--- config.mk ---
export PLATFORM = sky130hd
export DESIGN_NAME = fp16_to_int8_requant_flat
export DESIGN_NICKNAME = d
export VERILOG_FILES = /design/src/rtl/fp16_pkg.sv /design/src/rtl/fp16_to_int8_requant_if.sv /design/src/rtl/sync_fifo.sv /design/src/rtl/fp16_to_int8_requant.sv /design/src/flat_wrapper.sv
export SDC_FILE = /design/constraint.sdc
export NUM_CORES = 1
export LEC_CHECK = 0
export CORE_MARGIN = 2
export CORE_UTILIZATION = 45
export CTS_CLUSTER_DIAMETER = 120
export DETAILED_ROUTE_END_ITERATION = 6
export MAX_ROUTING_LAYER = met4
export PLACE_DENSITY = 0.65
export SLEW_MARGIN = 20
export SYNTH_ARGS = -nofsm -noshare
export SYNTH_HDL_FRONTEND = slang
export SYNTH_HIERARCHICAL = 1
export SYNTH_SLANG_ARGS = --single-unit
--- constraint.sdc ---
create_clock -name clk -period 5.04 [get_ports clk]
set_clock_uncertainty 0.1 [all_clocks]
set_input_delay 1.26 -clock clk [delete_from_list [all_inputs] [get_ports clk]]
set_output_delay 1.26 -clock clk [all_outputs]
set_load 0.03 [all_outputs]
--- src/rtl/fp16_pkg.sv ---
// Shared fp16 field layout, classification and int8 limits for the requantiser stream stages.
package fp16_pkg;
  localparam int SIGN_W   = 1;
  localparam int EXP_W    = 5;
  localparam int MANT_W   = 10;
  localparam int FP16_W   = SIGN_W + EXP_W + MANT_W;
  localparam int EXP_BIAS = 15;
  localparam int INT8_MAX = 127;
  localparam int INT8_MIN = -128;

  typedef enum logic [1:0] {FP_ZERO, FP_NORM, FP_INF, FP_NAN} fp_class_t;

  typedef struct packed {
    logic              sign;
    logic [EXP_W-1:0]  exp;
    logic [MANT_W:0]   mant;
    fp_class_t         cls;
  } fp_dec_t;

  // Subnormals are folded into FP_ZERO: they can never round to a nonzero int8.
  function automatic fp_dec_t fp_decode(input logic [FP16_W-1:0] v);
    fp_dec_t          d;
    logic [EXP_W-1:0]  e;
    logic [MANT_W-1:0] m;
    e      = v[FP16_W-2 -: EXP_W];
    m      = v[MANT_W-1:0];
    d.sign = v[FP16_W-1];
    d.exp  = e;
    d.mant = {e != '0, m};
    if (e == '0)      d.cls = FP_ZERO;
    else if (e == '1) d.cls = (m == '0) ? FP_INF : FP_NAN;
    else              d.cls = FP_NORM;
    return d;
  endfunction
endpackage

--- src/rtl/fp16_to_int8_requant_if.sv ---
// Stream bundle between the fp16 accumulator source, the requantiser and the int8 consumer.
interface fp16_to_int8_requant_if;
  import fp16_pkg::*;

  logic              in_valid;
  logic              in_ready;
  logic [FP16_W-1:0] in_data;
  logic              out_valid;
  logic              out_ready;
  logic [7:0]        out_data;
  logic [15:0]       sat_count;

  modport master (
    output in_valid, in_data, out_ready,
    input  in_ready, out_valid, out_data, sat_count
  );

  modport slave (
    input  in_valid, in_data, out_ready,
    output in_ready, out_valid, out_data, sat_count
  );
endinterface

--- src/rtl/sync_fifo.sv ---
// Generic FIFO with a registered head; a push into an empty FIFO is visible the next cycle.
// Overflow is the writer's problem: gate pushes on count (push+pop when full is legal).
module sync_fifo #(
  parameter int WIDTH = 8,
  parameter int DEPTH = 4
) (
  input  logic                       clk,
  input  logic                       rst,
  input  logic                       wr_vld,
  input  logic [WIDTH-1:0]           wr_dat,
  output logic                       rd_vld,
  input  logic                       rd_rdy,
  output logic [WIDTH-1:0]           rd_dat,
  output logic [$clog2(DEPTH+1)-1:0] count
);
  localparam int PTR_W = $clog2(DEPTH);
  localparam int CNT_W = $clog2(DEPTH + 1);

  logic [WIDTH-1:0] mem [DEPTH];
  logic [PTR_W-1:0] rd_ptr;
  logic [PTR_W-1:0] wr_ptr;
  logic [PTR_W-1:0] rd_nxt;
  logic             pop;

  assign rd_vld = (count != '0);
  assign pop    = rd_vld && rd_rdy;
  assign rd_nxt = rd_ptr + PTR_W'(1);

  always_ff @(posedge clk) begin
    if (wr_vld) mem[wr_ptr] <= wr_dat;
  end

  always_ff @(posedge clk) begin
    if (rst) begin
      rd_ptr <= '0;
      wr_ptr <= '0;
      count  <= '0;
      rd_dat <= '0;
    end else begin
      if (wr_vld) wr_ptr <= wr_ptr + PTR_W'(1);
      if (pop)    rd_ptr <= rd_nxt;
      unique case ({wr_vld, pop})
        2'b10:   count <= count + CNT_W'(1);
        2'b01:   count <= count - CNT_W'(1);
        default: ;
      endcase
      // Head register follows the next entry; it keeps the last popped value once empty.
      if (pop) begin
        if (count > CNT_W'(1)) rd_dat <= mem[rd_nxt];
        else if (wr_vld)       rd_dat <= wr_dat;
      end else if (count == '0 && wr_vld) begin
        rd_dat <= wr_dat;
      end
    end
  end
endmodule

--- src/rtl/fp16_to_int8_requant.sv ---
// fp16 accumulator stream -> decimated, rounded, saturated int8; 2 edges to out_valid on an empty FIFO.
// in_ready is a credit check over FIFO entries plus kept samples in flight, so nothing is ever dropped.
module fp16_to_int8_requant
  import fp16_pkg::*;
#(
  parameter int KEEP_EVERY = 2,
  parameter int RELU       = 0,
  parameter int DEPTH      = 4
) (
  input logic                   clk,
  input logic                   rst,
  fp16_to_int8_requant_if.slave bus
);
  localparam int PH_W  = (KEEP_EVERY > 1) ? $clog2(KEEP_EVERY) : 1;
  localparam int CNT_W = $clog2(DEPTH + 1);

  logic [PH_W-1:0]   phase;
  logic              accept;
  logic              keep;
  logic              s0_vld;
  logic [FP16_W-1:0] s0_dat;
  logic              s1_vld;
  fp_dec_t           s1;
  logic [CNT_W-1:0]  fifo_cnt;
  logic [15:0]       sat_cnt;
  logic [7:0]        res;
  logic              sat;
  logic [3:0]        sh;
  logic [MANT_W:0]   shifted;
  logic [7:0]        mag;
  logic              big;

  assign accept       = bus.in_valid && bus.in_ready;
  assign keep         = (phase == PH_W'(KEEP_EVERY - 1));
  assign bus.in_ready = !rst && ((int'(fifo_cnt) + int'(s0_vld) + int'(s1_vld)) < DEPTH);
  assign bus.sat_count = sat_cnt;

  always_ff @(posedge clk) begin
    if (rst) begin
      phase   <= '0;
      s0_vld  <= 1'b0;
      s1_vld  <= 1'b0;
      sat_cnt <= '0;
    end else begin
      s0_vld <= accept && keep;
      s1_vld <= s0_vld;
      if (accept) phase <= keep ? '0 : phase + PH_W'(1);
      if (s1_vld && sat && sat_cnt != 16'hFFFF) sat_cnt <= sat_cnt + 16'd1;
    end
  end

  always_ff @(posedge clk) begin
    if (accept) s0_dat <= bus.in_data;
    if (s0_vld) s1     <= fp_decode(s0_dat);
  end

  always_comb begin
    mag     = '0;
    big     = 1'b0;
    shifted = '0;
    res     = '0;
    sat     = 1'b0;
    sh      = 4'(EXP_BIAS + MANT_W - int'(s1.exp));
    unique case (s1.cls)
      FP_INF:  big = 1'b1;
      FP_NORM: begin
        if (s1.exp > EXP_W'(EXP_BIAS + 6)) begin
          big = 1'b1;
        end else if (s1.exp >= EXP_W'(EXP_BIAS)) begin
          // Keep one extra bit below the integer point as the round-half-away guard.
          shifted = s1.mant >> (sh - 4'd1);
          mag     = 8'(shifted[MANT_W:1]) + 8'(shifted[0]);
        end else if (s1.exp == EXP_W'(EXP_BIAS - 1)) begin
          mag = 8'd1;
        end
      end
      default: ;
    endcase
    if (big) begin
      res = s1.sign ? 8'(INT8_MIN) : 8'(INT8_MAX);
      sat = !(s1.sign && s1.cls == FP_NORM && s1.exp == EXP_W'(EXP_BIAS + 7) &&
              s1.mant == {1'b1, {MANT_W{1'b0}}});
    end else if (s1.sign) begin
      res = -mag;
    end else if (mag > 8'(INT8_MAX)) begin
      res = 8'(INT8_MAX);
      sat = 1'b1;
    end else begin
      res = mag;
    end
    if (RELU != 0 && s1.sign) begin
      res = '0;
      sat = 1'b0;
    end
  end

  sync_fifo #(.WIDTH(8), .DEPTH(DEPTH)) u_fifo (
    .clk    (clk),
    .rst    (rst),
    .wr_vld (s1_vld),
    .wr_dat (res),
    .rd_vld (bus.out_valid),
    .rd_rdy (bus.out_ready),
    .rd_dat (bus.out_data),
    .count  (fifo_cnt)
  );
endmodule

--- src/flat_wrapper.sv ---
// flat-port wrapper written by rule: the top's interface ports become plain ports
module fp16_to_int8_requant_flat import fp16_pkg::*;
#(
  parameter int KEEP_EVERY = 2,
  parameter int RELU       = 0,
  parameter int DEPTH      = 4
)
  (clk, rst, bus_in_valid, bus_in_data, bus_out_ready, bus_in_ready, bus_out_valid, bus_out_data, bus_sat_count);
  fp16_to_int8_requant_if bus_i ();
  input logic clk;
  input logic rst;
  input wire logic [$bits(bus_i.in_valid)-1:0] bus_in_valid;
  input wire logic [$bits(bus_i.in_data)-1:0] bus_in_data;
  input wire logic [$bits(bus_i.out_ready)-1:0] bus_out_ready;
  output wire logic [$bits(bus_i.in_ready)-1:0] bus_in_ready;
  output wire logic [$bits(bus_i.out_valid)-1:0] bus_out_valid;
  output wire logic [$bits(bus_i.out_data)-1:0] bus_out_data;
  output wire logic [$bits(bus_i.sat_count)-1:0] bus_sat_count;
  assign bus_i.in_valid = bus_in_valid;
  assign bus_i.in_data = bus_in_data;
  assign bus_i.out_ready = bus_out_ready;
  assign bus_in_ready = bus_i.in_ready;
  assign bus_out_valid = bus_i.out_valid;
  assign bus_out_data = bus_i.out_data;
  assign bus_sat_count = bus_i.sat_count;
  fp16_to_int8_requant #(.KEEP_EVERY(KEEP_EVERY), .RELU(RELU), .DEPTH(DEPTH)) u_core (.clk(clk), .rst(rst), .bus(bus_i));
endmodule
==> results.md, run 1 <==
* Cells along the critical path: or4_1, and2_2, o31ai_1, nand2_1, o21ai_0, ha_1, ha_1, inv_1, a311oi_1, nand3_1, mux2i_1, nand3b_1, o311a_1, a2111oi_2, mux2i_1, a211oi_1
* Area of the die at 13,000 sq um
* Critical Path Fanout Max at 12
* Initial core utilization at 45.6%
* Yosys warnings at 6
* Slowest cell on the critical path: or4_1
* First-pass GRT wire length at 18.4 mm
* Reg-to-reg critical path startpoint: u_core/s1[15]
* Slew @ Worst Pin at ~0.87 ns
* Reg-to-reg endpoint: u_core/u_fifo/rd_dat[7]
* Util after Layout at 52.9%
* Syn Area/Cell at roughly 11 sq um
* Number of global-route vias before repair at 3,803
* Run status: completed
* Worst Path Class, Setup: reg -> reg
* Number of remaining DRC errors at 0
* Netlist cell types at 68
* Root Driver: clkbuf_16
* Prevailing post-synth register cell: edfxtp_1
* Final Max Tran Viols at 0
* Max Cap Viol at 0
* Clock Pin Slew Worst Setup and Hold Paths at 0.07 ns
* Min-delay src: u_core/s0_dat[15]
* Hold Path Depth at 0
* Post-synth ARST share at 0%
* Final ANT Viol Nets at 0
* Layout cell share with drive strength beyond 1 at 10.1%
* Vert. Die Dim at 114 um
* PD cells at 305 nW/um^2
* CP peak stage delay at 0.61 ns
* Slew margin rel. at between 40% and 50%
* Min-delay worst type: reg -> reg
* Port bufs at between 40 and 50
* # H-tree levels at 3
* Initial antenna violation count at 0
* Ranking of synthesized cells by area: edfxtp_1 (37%), dfxtp_1 (13%), ha_1 (4.6%)
* Pin count of the biggest net entering global routing at 47
* Hold Crit Endpoint: u_core/s1[18]
* Post-DP HPWL at 8.07 mm
* CTS buffer count at 9
* Setup_tns at 0 ns
* Reg2Reg Setup Slack at 0.40 ns
* Worst EP required at between 5 and 6 ns
* DIE WIDTH at 114 um
* # clock sinks at 101
* Hold Violations, Final at 0
* RSZ-0062 raised after global routing: false
* Synth Net Count at 523
* Area of the multi-input gates at 2570 sq um
* Fmax at 0.215 GHz
* Routed WL per cell at 16.4 um
* Post-layout minimum cycle time at 4.64 ns
* Worst EP arrival at 4.80 ns
* Gpl congestion at 0.846
* Setup Viol. Count Final at 0
* CTS max path bufs at 2
* Max IR drop VDD at between 200 and 250 uV
* Seq/Total Area, Yosys at 49.5%
* CP Buf/Inv Count at 1
* Critical path endpoint category: flop
* Total GRT Usage at 18.4%
* Area Growth Syn to Fin at 16.0%
* Antenna diodes at 0
* Nature of the critical path startpoint: flop
* Total area of sequential cells at between 2000 and 3000 sq um
* DRT Wirelength at 11.2 mm
* Static Leak at 2.24 nW
* Synth top area share at between 30% and 40%
* Grt total ovfl at 0
* Cell row count at 40
* Clock latency on the worst-skew pair at 0.34 ns
* Largest area contributor in the netlist: edfxtp_1
* Top delay family on crit path: compound AO/OA/AOI/OAI gates
* Tcrit/Tclk final at 92.1%
* Router iterations before antenna repair at 4
* Via density at roughly 5.8
* Core ar. at 11,900 sq um
* Synthesized area at approximately 5400 sq um
* Register bit total from synthesis at 101
* Fillers at about 1,000
* Cell count after synthesis at 483
* Num ports at 46
* Worst R2R Path Depth at 16
* EDFF count, synth at 67
* First DRT Iteration DRCs at roughly 230
* Final nets at between 500 and 600
* Cts hold-fix bufs at 0
* Routed via count at 3,913
* CTS tree: built
-- per-stage QoR --
step | cell area (sq um) | setup slack, ns | hold slack, ns | cells | power (mW)
2_1_floorplan | 5440 | 0.638 | 0.300 | 483 | 1.21
3_3_place_gp | 6030 | 0.334 | 0.308 | 664 | 1.31
3_5_place_dp | 6030 | 0.260 | 0.313 | 664 | 1.32
4_1_cts | 6290 | 0.246 | 0.327 | 680 | 1.94
5_1_grt | 6300 | 0.0105 | 0.343 | 680 | 2.01
6_report | 6300 | 0.399 | 0.331 | 680 | 1.92
-- worst register-to-register path, stage by stage (launching register included) --
cell       delay [ns]
edfxtp_1         0.52
or4_1            0.61
and2_2           0.31
o31ai_1          0.24
nand2_1          0.07
o21ai_0          0.14
ha_1             0.24
ha_1             0.17
inv_1            0.05
a311oi_1         0.26
nand3_1          0.15
mux2i_1          0.15
nand3b_1         0.22
o311a_1          0.40
a2111oi_2        0.54
mux2i_1          0.13
a211oi_1         0.24
-- power breakdown --
group          internal [mW]  total [mW]  switching, mW
logic                  0.153       0.328          0.175
registers              0.918       0.968         0.0494
clock network          0.336       0.624          0.288
-- layer usage --
metal | share of wire (%) | wire length, um | GRT usage [%]
met1 | 47 | 5210 | 24.5
met5 | 0 | 0 | -
met3 | 3.9 | 434 | 3.61
met2 | 48 | 5350 | 28.0
met4 | 1.5 | 163 | 7.15
-- registers in the layout (all words and copies together) (netlist names) --
register / count
u_core/bus.sat_count: 16
u_core/u_fifo/wr_ptr: 2
u_core/s1: 19
u_core/u_fifo/mem: 32
u_core/u_fifo/rd_ptr: 2
u_core/u_fifo/count: 3
u_core/s0_vld: 1
u_core/keep: 1
u_core/s0_dat: 16
u_core/s1_vld: 1
u_core/u_fifo/rd_dat: 8
-- layout by cell type (no fill, tap or decap), drive strengths merged, types with 12 or more instances in the layout --
cell type	instances
edfxtp	67
clkdlybuf4s50	44
nor2	36
dfxtp	34
nand2	27
mux2i	25
nor3	21
ha	20
inv	16
nand2b	14
o21ai	13
buf	12
nand3	12
-- how the worst max path moves through the flow --
stage,startpoint,endpoint,slack [ns],cells after the start
6_report,u_core/s1[15],u_core/u_fifo/rd_dat[7],0.40,16
5_1_grt,u_core/s1[15],u_core/u_fifo/rd_dat[7],0.01,16
4_1_cts,u_core/s1[15],u_core/u_fifo/rd_dat[6],0.25,15
3_5_place_dp,u_core/s1[15],u_core/u_fifo/rd_dat[6],0.26,15
3_3_place_gp,u_core/s1[15],u_core/u_fifo/rd_dat[6],0.33,15
2_1_floorplan,u_core/s1[13],u_core/u_fifo/rd_dat[6],0.64,20
-- synthesized netlist by cell type, drive strengths merged, types with 4 or more instances --
| cell | number |
|---|---|
| edfxtp | 67 |
| nor2 | 36 |
| dfxtp | 34 |
| nand2 | 27 |
| mux2i | 25 |
| nor3 | 21 |
| ha | 20 |
| inv | 14 |
| nand2b | 14 |
| buf | 13 |
| o21ai | 13 |
| nand3 | 12 |
| a211oi | 11 |
| and2 | 11 |
| mux2 | 11 |
| a21oi | 10 |
| clkbuf | 9 |
| mux4 | 9 |
| nand4 | 9 |
| nor2b | 9 |
| o31ai | 9 |
| nor4 | 8 |
| or4 | 8 |
| and3 | 6 |
| o211ai | 6 |
| a31oi | 5 |
| nor4b | 5 |
| o21a | 5 |
| or3 | 5 |
| xor2 | 5 |
| o21bai | 4 |
| or2 | 4 |
-- timing repair --
| action | in CTS | in global routing |
|---|---|---|
| endpoints found under the setup margin | 0 | 3 |
| resized for setup | 0 | 3 |
| setup buffers | 0 | 0 |
-- cells by family after synthesis --
kind of cell,share of synthesized area (%)
XOR/XNOR,1.43
flip-flops,49.5
buffers and inverters,3.31
AND/OR/NAND/NOR,18.4
multiplexers,10.6
AO/OA/AOI/OAI,12.1
adder cells (fa/ha/maj),4.60
-- final cells by class --
| type | count | area share [%] |
|---|---|---|
| inverters | 15 | 0.893 |
| repair buffers | 56 | 8.42 |
| flip-flops and latches | 101 | 42.7 |
| clock inverters | 5 | 0.536 |
| well taps | 147 | 2.92 |
| clock buffers | 11 | 3.69 |
| multi-input cells | 345 | 40.8 |
No activity file was read; power rests on OpenSTA's default activity.
==> run 2: changes to the inputs <==
--- a/config.mk
+++ b/config.mk
@@ -5,6 +5,9 @@
 export SDC_FILE = /design/constraint.sdc
 export NUM_CORES = 1
 export LEC_CHECK = 0
+export ABC_CLOCK_PERIOD_IN_PS = 5040
+export CAP_MARGIN = 20
+export CORE_ASPECT_RATIO = 2
 export CORE_MARGIN = 2
 export CORE_UTILIZATION = 45
 export CTS_CLUSTER_DIAMETER = 120
==> run 2 against run 1 <==
- utilization rose by 1.4 points
- clock power rose by 13%
- register-to-register slack barely moved
- largest cell class unchanged
- count of clock-buffer cells in the layout rose by 3
- die area rose by 0.41%
- final cell count did not move
- routed wire length rose by 8.8%
- via count rose by 4.1%
- global-route usage rose by 1.8 points
==> results.md, run 2 (same netlist as run 1, synthesis figures left out) <==
* Routed via count at slightly above 4,000
* Post-CTS Setup Bufs at 0
* Run status: completed
* Num ports at 46
* DIE WIDTH at slightly above 80 um
* Post-DP HPWL at 9.42 mm
* Layout cell share with drive strength beyond 1 at 10.7%
* Clock latency on the worst-skew pair at between 0.3 and 0.4 ns
* Setup Viol. Count Final at 0
* Total area of sequential cells at 2690 sq um
* Port bufs at 45
* Tcrit/Tclk final at 91.8%
* Hold Crit Endpoint: u_core/s1[18]
* Resize count post-CTS at 0
* Vert. Die Dim at 159 um
* Via density at 5.99
* Cts hold-fix bufs at 0
* Grt total ovfl at 0
* Area of the die at 13,000 sq um
* Clock Pin Slew Worst Setup and Hold Paths at around 0.060 ns
* Slew @ Worst Pin at 0.895 ns
* Critical path endpoint category: flop
* Reg-to-reg endpoint: u_core/u_fifo/rd_dat[4]
* Initial antenna violation count at 0
* Reg-to-reg critical path startpoint: u_core/s1[13]
* Number of remaining DRC errors at 0
* Routed WL per cell at between 15 and 20 um
* Router iterations before antenna repair at 4
* Number of global-route vias before repair at 4,097
* Util after Layout at 54.3%
* Dpl cell area at 6050 sq um
* Worst Path Class, Setup: reg -> reg
* Biggest register: u_core/u_fifo/mem
* Root Driver: clkbuf_16
* Antenna diodes at 0
* Fmax at about 0.22 GHz
* Hold Path Depth at 0
* Initial core utilization at 46.2%
* Area Growth Syn to Fin at 17.5%
* Setup_tns at 0 ns
* CTS tree: built
* Final ANT Viol Nets at 0
* DRT Wirelength at between 10 and 15 mm
* RSZ-0062 raised after global routing: false
* Pin count of the biggest net entering global routing at 47
* Final Instance Area at 6390 sq um
* Max Cap Viol at 0
* Commonest non-fill, non-tap cells in the layout: edfxtp_1 (67), clkdlybuf4s50_1 (44), nor2_1 (36)
* Worst EP required at 5.19 ns
* Total GRT Usage at 20.2%
* Hold Violations, Final at 0
* Reg2Reg Setup Slack at ~0.41 ns
* Core ar. at around 12,000 sq um
* Gpl congestion at 0.924
* Max IR drop VDD at 204 uV
* Worst R2R Path Depth at 19
* # clock sinks at 101
* Fillers at between 1,000 and 1,500
* Largest register FFs at 32
* Nature of the critical path startpoint: flop
* Critical Path Fanout Max at 29
* Area of the multi-input gates at around 2600 sq um
* Static Leak at roughly 2.3 nW
* Final nets at 570
* Worst EP arrival at 4.78 ns
* First-pass GRT wire length at 19.4 mm
* # H-tree levels at 3
* Post-layout minimum cycle time at approximately 4.6 ns
* CTS max path bufs at 2
* PD cells at between 300 and 400 nW/um^2
* Commonest non-fill, non-tap cell in the layout: edfxtp_1
* Min-delay worst type: reg -> reg
* Cell row count at 56
* CTS buffer count at 9
* Largest registers: u_core/u_fifo/mem (32), u_core/s1 (19)
* First DRT Iteration DRCs at 164
* Final Max Tran Viols at 0
* Min-delay src: u_core/s0_dat[15]
* Slew margin rel. at 40.2%
## run 2: final cells by class
cell class | instances | share of cell area, %
clock buffers | 14 | 4.80
clock inverters | 2 | 0.157
inverters | 15 | 0.881
multi-input cells | 345 | 40.4
flip-flops and latches | 101 | 42.1
well taps | 145 | 2.84
repair buffers | 58 | 8.73
## run 2: worst max path at each step
stage / startpoint / to / cells past startpoint
6_report: u_core/s1[13] / u_core/u_fifo/rd_dat[4] / 19
5_1_grt: u_core/s1[13] / u_core/u_fifo/rd_dat[7] / 17
4_1_cts: u_core/s1[13] / u_core/u_fifo/rd_dat[7] / 15
3_5_place_dp: u_core/s1[13] / u_core/u_fifo/rd_dat[7] / 15
3_3_place_gp: u_core/s1[13] / u_core/u_fifo/rd_dat[7] / 16
2_1_floorplan: u_core/s1[13] / u_core/u_fifo/rd_dat[6] / 20
## run 2: critical path: stages (launching register included)
cell and delay [ns]:
edfxtp_1 0.38, buf_4 0.24, or4_1 0.60, and2_1 0.26, o211ai_1 0.14, o31ai_1 0.10, nand2_1 0.07, o21ai_0 0.10
ha_1 0.32, mux2i_1 0.14, nor3_1 0.06, o21ai_0 0.32, ha_1 0.27, o211ai_1 0.17, o31ai_1 0.23, a21oi_1 0.09
a221oi_1 0.39, buf_4 0.22, mux2i_1 0.07, a211oi_1 0.25
## run 2: metal layers
layer | wire length, um | vias up | track usage (%)
met5 | 0 | - | -
met4 | 664 | 0 | 12.7
met3 | 393 | 46 | 4.20
met2 | 7080 | 111 | 38.1
met1 | 4000 | 1977 | 16.6
li1 | - | 1938 | -
## run 2: where the power goes
part           switching [mW]  total, mW  internal [mW]
registers              0.0491      0.968          0.919
logic                   0.178      0.333          0.155
clock network           0.283      0.704          0.420
total                   0.510       2.00           1.49
## run 2: stage by stage
| stage | worst slack [ns] | power, mW | cells | hold WS, ns |
|---|---|---|---|---|
| 6_report | 0.411 | 2.00 | 680 | 0.319 |
| 5_1_grt | 0.0998 | 2.09 | 680 | 0.326 |
| 4_1_cts | 0.303 | 2.02 | 680 | 0.321 |
| 3_5_place_dp | 0.320 | 1.32 | 664 | 0.305 |
| 3_3_place_gp | 0.434 | 1.31 | 664 | 0.304 |
| 2_1_floorplan | 0.638 | 1.21 | 483 | 0.300 |
